<file path="config.mk">
export PLATFORM = sky130hd
export DESIGN_NAME = fb_scanout
export DESIGN_NICKNAME = d
export VERILOG_FILES = /design/src/rtl/gpu_pkg.sv /design/src/rtl/video_timing.sv /design/src/rtl/fb_scanout.sv
export SDC_FILE = /design/constraint.sdc
export NUM_CORES = 1
export LEC_CHECK = 0
export CAP_MARGIN = 10
export CORE_UTILIZATION = 42
export DETAILED_ROUTE_END_ITERATION = 8
export PLACE_DENSITY = 0.76
export SYNTH_ARGS = -nofsm -noshare
export SYNTH_HDL_FRONTEND = slang
export SYNTH_SLANG_ARGS = --single-unit
</file>
<file path="constraint.sdc">
create_clock -name clk -period 2.6 [get_ports clk]
set_input_delay 0.65 -clock clk [delete_from_list [all_inputs] [get_ports clk]]
set_output_delay 0.65 -clock clk [all_outputs]
set_load 0.005 [all_outputs]
</file>
<file path="src/rtl/gpu_pkg.sv">
// GPU shared definitions: VGA timing, framebuffer geometry,
// pixel field layout and scanout swap states.
package gpu_pkg;

  localparam int FB_WIDTH  = 160;
  localparam int FB_HEIGHT = 120;
  localparam int SCALE     = 4;

  localparam int H_ACTIVE = 640;
  localparam int H_FP     = 16;
  localparam int H_SYNC   = 96;
  localparam int H_BP     = 48;
  localparam int H_TOTAL  = H_ACTIVE + H_FP + H_SYNC + H_BP;

  localparam int V_ACTIVE = 480;
  localparam int V_FP     = 10;
  localparam int V_SYNC   = 2;
  localparam int V_BP     = 33;
  localparam int V_TOTAL  = V_ACTIVE + V_FP + V_SYNC + V_BP;

  localparam int PIX_R_HI = 15;
  localparam int PIX_R_LO = 11;
  localparam int PIX_G_HI = 10;
  localparam int PIX_G_LO = 6;
  localparam int PIX_B_HI = 5;
  localparam int PIX_B_LO = 1;
  localparam int PIX_T    = 0;

  typedef enum logic {
    SW_IDLE    = 1'b0,
    SW_PENDING = 1'b1
  } swap_state_t;

  typedef struct packed {
    logic de;
    logic hs_n;
    logic vs_n;
  } sync_t;

endpackage

</file>
<file path="src/rtl/video_timing.sv">
// Raster counters with sync, active and vblank generation.
// Shared by scanout and the vsync interrupt logic.
module video_timing
  import gpu_pkg::*;
#(
  parameter int HA  = H_ACTIVE,
  parameter int HFP = H_FP,
  parameter int HSW = H_SYNC,
  parameter int HBP = H_BP,
  parameter int VA  = V_ACTIVE,
  parameter int VFP = V_FP,
  parameter int VSW = V_SYNC,
  parameter int VBP = V_BP,
  parameter int HW  = $clog2(HA + HFP + HSW + HBP),
  parameter int VW  = $clog2(VA + VFP + VSW + VBP)
) (
  input  logic          clk,
  input  logic          rstn,
  output logic [HW-1:0] h_cnt,
  output logic [VW-1:0] v_cnt,
  output logic          active,
  output logic          hsync_n,
  output logic          vsync_n,
  output logic          vblank,
  output logic          vblank_start
);

  localparam int HT = HA + HFP + HSW + HBP;
  localparam int VT = VA + VFP + VSW + VBP;

  localparam logic [HW-1:0] H_LAST = HW'(HT - 1);
  localparam logic [HW-1:0] H_ACT  = HW'(HA);
  localparam logic [HW-1:0] HS_BEG = HW'(HA + HFP);
  localparam logic [HW-1:0] HS_END = HW'(HA + HFP + HSW);
  localparam logic [VW-1:0] V_LAST = VW'(VT - 1);
  localparam logic [VW-1:0] V_ACT  = VW'(VA);
  localparam logic [VW-1:0] VS_BEG = VW'(VA + VFP);
  localparam logic [VW-1:0] VS_END = VW'(VA + VFP + VSW);

  logic [HW-1:0] r_h;
  logic [VW-1:0] r_v;

  always_ff @(posedge clk) begin
    if (!rstn) begin
      r_h <= '0;
      r_v <= '0;
    end else if (r_h == H_LAST) begin
      r_h <= '0;
      r_v <= (r_v == V_LAST) ? '0 : r_v + 1'b1;
    end else begin
      r_h <= r_h + 1'b1;
    end
  end

  assign h_cnt   = r_h;
  assign v_cnt   = r_v;
  assign active  = (r_h < H_ACT) && (r_v < V_ACT);
  assign hsync_n = !((r_h >= HS_BEG) && (r_h < HS_END));
  assign vsync_n = !((r_v >= VS_BEG) && (r_v < VS_END));
  assign vblank  = (r_v >= V_ACT);

  assign vblank_start = (r_h == '0) && (r_v == V_ACT);

endmodule

</file>
<file path="src/rtl/fb_scanout.sv">
// Framebuffer scanout: read mapping, 2-stage video pipeline
// and double-buffer swap applied at vblank start.
module fb_scanout
  import gpu_pkg::*;
#(
  parameter int SC  = SCALE,
  parameter int HA  = H_ACTIVE,
  parameter int HFP = H_FP,
  parameter int HSW = H_SYNC,
  parameter int HBP = H_BP,
  parameter int VA  = V_ACTIVE,
  parameter int VFP = V_FP,
  parameter int VSW = V_SYNC,
  parameter int VBP = V_BP
) (
  input  logic        clk,
  input  logic        rstn,
  output logic [7:0]  rd_x,
  output logic [7:0]  rd_y,
  output logic        rd_en,
  output logic        rd_buf,
  input  logic [15:0] rd_data,
  input  logic        swap_req,
  output logic        swap_ack,
  output logic        vid_hsync,
  output logic        vid_vsync,
  output logic        vid_de,
  output logic [4:0]  vid_r,
  output logic [4:0]  vid_g,
  output logic [4:0]  vid_b,
  output logic        vblank
);

  localparam int HW = $clog2(HA + HFP + HSW + HBP);
  localparam int VW = $clog2(VA + VFP + VSW + VBP);
  localparam int SH = $clog2(SC);

  logic [HW-1:0] w_h;
  logic [VW-1:0] w_v;
  logic          w_act;
  logic          w_hs_n;
  logic          w_vs_n;
  logic          w_vbs;
  logic          w_unused_t;

  video_timing #(
    .HA (HA),  .HFP(HFP), .HSW(HSW), .HBP(HBP),
    .VA (VA),  .VFP(VFP), .VSW(VSW), .VBP(VBP),
    .HW (HW),  .VW (VW)
  ) u_timing (
    .clk         (clk),
    .rstn        (rstn),
    .h_cnt       (w_h),
    .v_cnt       (w_v),
    .active      (w_act),
    .hsync_n     (w_hs_n),
    .vsync_n     (w_vs_n),
    .vblank      (vblank),
    .vblank_start(w_vbs)
  );

  // Held in reset the counters sit at (0,0), which is active.
  assign rd_en = rstn & w_act;
  assign rd_x  = rd_en ? 8'(w_h >> SH) : 8'd0;
  assign rd_y  = rd_en ? 8'(w_v >> SH) : 8'd0;

  assign w_unused_t = rd_data[PIX_T];

  sync_t      r_s1;
  logic       r_de;
  logic       r_hs_n;
  logic       r_vs_n;
  logic [4:0] r_r;
  logic [4:0] r_g;
  logic [4:0] r_b;

  always_ff @(posedge clk) begin
    if (!rstn) begin
      r_s1 <= '{de: 1'b0, hs_n: 1'b1, vs_n: 1'b1};
    end else begin
      r_s1 <= '{de: w_act, hs_n: w_hs_n, vs_n: w_vs_n};
    end
  end

  // rd_data arrives alongside stage 1, so colour joins here.
  always_ff @(posedge clk) begin
    if (!rstn) begin
      r_de   <= 1'b0;
      r_hs_n <= 1'b1;
      r_vs_n <= 1'b1;
      r_r    <= '0;
      r_g    <= '0;
      r_b    <= '0;
    end else begin
      r_de   <= r_s1.de;
      r_hs_n <= r_s1.hs_n;
      r_vs_n <= r_s1.vs_n;
      r_r    <= r_s1.de ? rd_data[PIX_R_HI:PIX_R_LO] : '0;
      r_g    <= r_s1.de ? rd_data[PIX_G_HI:PIX_G_LO] : '0;
      r_b    <= r_s1.de ? rd_data[PIX_B_HI:PIX_B_LO] : '0;
    end
  end

  assign vid_de    = r_de;
  assign vid_hsync = r_hs_n;
  assign vid_vsync = r_vs_n;
  assign vid_r     = r_r;
  assign vid_g     = r_g;
  assign vid_b     = r_b;

  swap_state_t r_state;
  swap_state_t w_state_nx;
  logic        w_ack;
  logic        r_buf;

  always_ff @(posedge clk) begin
    if (!rstn) begin
      r_state <= SW_IDLE;
      r_buf   <= 1'b0;
    end else begin
      r_state <= w_state_nx;
      r_buf   <= r_buf ^ w_ack;
    end
  end

  always_comb begin
    w_state_nx = r_state;
    w_ack      = 1'b0;
    unique case (r_state)
      SW_IDLE: begin
        if (swap_req) w_state_nx = SW_PENDING;
      end
      SW_PENDING: begin
        if (w_vbs) begin
          w_state_nx = SW_IDLE;
          w_ack      = 1'b1;
        end
      end
    endcase
  end

  assign swap_ack = rstn & w_ack;
  assign rd_buf   = r_buf;

endmodule

</file>
==> flow_metrics.py <==
metrics = {
    "worst_setup_path": {
        "cp.arrival_ns": 1.93,
        "cpMostUsedCell": "buf_4",
        "critical-path-top-delay-family": "simple AND/OR/NAND/NOR gates",
        "worst-path-max-fanout": 6,
        "slowest_stage": "dfxtp_4",
        "worst_setup_path_start_kind": "flop",
        "endpoint_kind": "output pin",
        "crit_chain": "and3b_2, nor4b_4, buf_4, buf_6, buf_4, and2_1, buf_2",
        "rrSetupSlack_ns": 0.08,
        "cp_slowest_stage_delay_ns": 0.37,
        "cp-endpoint": "rd_y[0]",
        "required_ns": 1.95,
        "worstReg2RegStart": "u_timing.v_cnt[9]",
        "path_buf_inv": 4,
        "crit_type": "reg2out",
        "r2r_end": "r_s1[2]",
        "r2r_cells": 16,
        "path_depth": 7,
        "setup.worst_path.start": "u_timing.h_cnt[8]",
    },
    "timing": {
        "tightest_slew_ns": 0.6516,
        "holdWs_ns": 0.4305,
        "finalHoldViolations": 0,
        "rsz0062_at_grt": "true",
        "layout_setup_ws_ns": 0.01687,
        "tns_ns": 0,
        "finalSetupViolations": 0,
        "slew_headroom": 0.5627,
        "fin_crit_sh": 0.9935,
        "drv_slew": 0,
        "finalCriticalPeriod_ns": 2.583,
        "fmax_mhz": 387.1,
        "final.setup_skew_ns": 0.005712,
    },
    "floorplanning": {
        "initial_core_util": 0.4521,
        "die_h_um": 68.56,
        "die_area_um2": 4700,
        "io_pins": 57,
        "core_um2": 4115,
        "die_x_um": 68.56,
        "rows": 23,
    },
    "pwr": {
        "leakagePower_uw": 0.001261,
        "pwr-share-seq": 0.470,
        "p_per_area_nw_per_um2": 498.7,
        "switching_share": 0.2064,
        "p_comb_frac": 0.100,
        "pwr-share-clk": 0.430,
        "intPower_uw": 1148,
        "p_sw_uw": 298.7,
        "ir_drop_v": 0.0003166,
    },
    "layout": {
        "antenna_cells": 0,
        "multi_input_area_um2": 983.4,
        "fill_cells": 333,
        "layout-drive-gt1-share": 0.2881,
        "nets": 325,
        "area_growth_pct": 55.95,
        "regArea_um2": 872.1,
    },
    "synth": {
        "synth_top_area_frac": 0.4627,
        "synth-main-ff-cell": "dfxtp_1",
        "async_flop_share": 0,
        "synth_common_cells": "dfxtp_1 (43), nor2_1 (21), and2_1 (18)",
        "yosys_register_bits": 43,
        "syn_nets": 231,
        "syn_inst": 207,
        "yosysMostFrequentCell": "dfxtp_1",
        "ys_seq_area_frac": 0.4627,
        "synth_top_cell_by_area": "dfxtp_1",
        "synth-edff-count": 0,
        "yosysWarnings": 0,
        "ys_types": 36,
        "netlist_area_um2": 1861,
        "synth.avg_cell_area_um2": 8.988,
        "synth_area_leaders": "dfxtp_1 (46%), and2_1 (6.1%), and3_1 (5.4%)",
    },
    "clock_network": {
        "clock_latency_ns": 0.30,
        "cts_max_path_buffers": 2,
        "root_buffer": "clkbuf_8",
        "clock_sinks": 43,
        "clkTransAtPathRegs_ns": 0.08,
        "cts_buffers": 5,
        "cts-htree-levels": 2,
        "cts_tree": "done",
    },
    "global_routing": {
        "grt_pass1_vias": 1758,
        "grt_remaining_overflow": 0,
        "antenna_found_initial": 0,
        "grt_pass1_wl_um": 8245,
        "grt_max_degree": 28,
        "gr-usage-all-layers": 0.2465,
    },
    "routing": {
        "vias": 1819,
        "final_antenna_net_count": 0,
        "drc": 0,
        "wl_per_cell_um": 15.37,
        "drtIter0Drc": 84,
        "drt_first_pass_iters": 4,
        "wirelength_um": 5411,
        "viasPerCell": 5.168,
    },
    "place": {
        "hpwl_um": 3119,
        "pre_cts_slack_ns": -0.4416,
        "place_congestion": 0.8196,
        "port_buffers": 54,
    },
    "outcome": {
        "outcome": "finished clean",
    },
    "min_path": {
        "min_path_cells": 1,
        "min_path_type": "reg2reg",
    },
    "job": {
        "max_cap_violations": 0,
    },
}
worst min path at each step:
stage / start / to / slack, ns
final: r_s1[0] / vid_vsync / 0.43
after global routing: r_s1[0] / vid_vsync / 0.48
after floorplan: r_s1[1] / vid_hsync / 0.39
after detailed placement: r_s1[1] / vid_hsync / 0.40
after global placement: r_s1[1] / vid_hsync / 0.39
after CTS: r_s1[1] / vid_hsync / 0.42
timing repair:
item	CTS	global route
hold buffers	0	0
endpoints found under the setup margin	17	18
gates resized for setup	28	44
setup buffers	21	6
pin swaps	3	4
power groups by stage:
| stage | registers [uW] | logic [uW] | clock network (uW) |
|---|---|---|---|
| after detailed placement | 697 | 104 | 0 |
| final | 681 | 144 | 622 |
| after global routing | 684 | 158 | 660 |
| after CTS | 682 | 131 | 620 |
| after global placement | 697 | 102 | 0 |
| after floorplan | 697 | 37.6 | 0 |
cell families (layout without fill, tap and decap cells):
| logic type | after synthesis | after routing | synth area share |
|---|---|---|---|
| AND/OR/NAND/NOR | 115 | 115 | 0.3571 |
| flip-flops | 43 | 43 | 0.4627 |
| buffers and inverters | 18 | 113 | 0.04304 |
| other | 1 | 1 | 0.002016 |
| XOR/XNOR | 12 | 12 | 0.05649 |
| adder cells (fa/ha/maj) | 5 | 5 | 0.03362 |
| multiplexers | 2 | 2 | 0.01076 |
| AO/OA/AOI/OAI | 11 | 11 | 0.03429 |
state kept, by name (all words and copies together), names as in the netlist:
name            flops
vid_vsync           1
u_timing.h_cnt     10
rd_buf              1
vid_b               5
vid_de              1
r_s1                3
vid_hsync           1
r_state             1
vid_g               5
u_timing.v_cnt     10
vid_r               5
placed cells by master, fill, tap and decap left out, types with 5 or more instances in the layout:
cell type        Yosys  layout
buf_4                1      44
dfxtp_1             43      38
clkdlybuf4s50_1      0      36
nor2_1              21      20
and2_1              18      18
and3_1              16      15
nand2_1             11      11
nand3_1             10      10
nand4_1              8       8
xnor2_1              7       7
clkbuf_2             0       7
nor3_1               6       5
nand2b_1             6       5
xor2_1               5       5
clkbuf_8             0       5
area by class of cell:
| cell class | instances | share of cell area |
|---|---|---|
| Multi-Input combinational cell | 146 | 0.3389 |
| Inverter | 6 | 0.007762 |
| Clock inverter | 2 | 0.02070 |
| Clock buffer | 6 | 0.02501 |
| Sequential cell | 43 | 0.3006 |
| Timing Repair Buffer | 99 | 0.2855 |
| Tap cell | 50 | 0.02156 |
layer usage:
metal,track usage,up-vias,routed length [um]
li1,-,891,-
met1,0.2681,849,2236
met2,0.4473,62,2624
met3,0.04934,17,344
met4,0.1276,0,206
met5,0,-,0
per-stage QoR:
stage / utilization / total power (uW) / instance area (um^2) / instances
final: 0.7051 / 1447 / 2902 / 352
after global routing: 0.7051 / 1502 / 2902 / 352
after CTS: 0.6938 / 1433 / 2855 / 347
after detailed placement: 0.6209 / 801.4 / 2555 / 318
after global placement: 0.6209 / 798.6 / 2555 / 318
after floorplan: - / 735.1 / 1867 / 207
worst register-to-register path: cells and delay by family (launching register included):
family | cells | cell delay, ns
DFF | 1 | 0.36
buffers and inverters | 14 | 1.70
and+or+nand+nor | 2 | 0.38
Note: power is estimated with default switching activity, not from simulation.
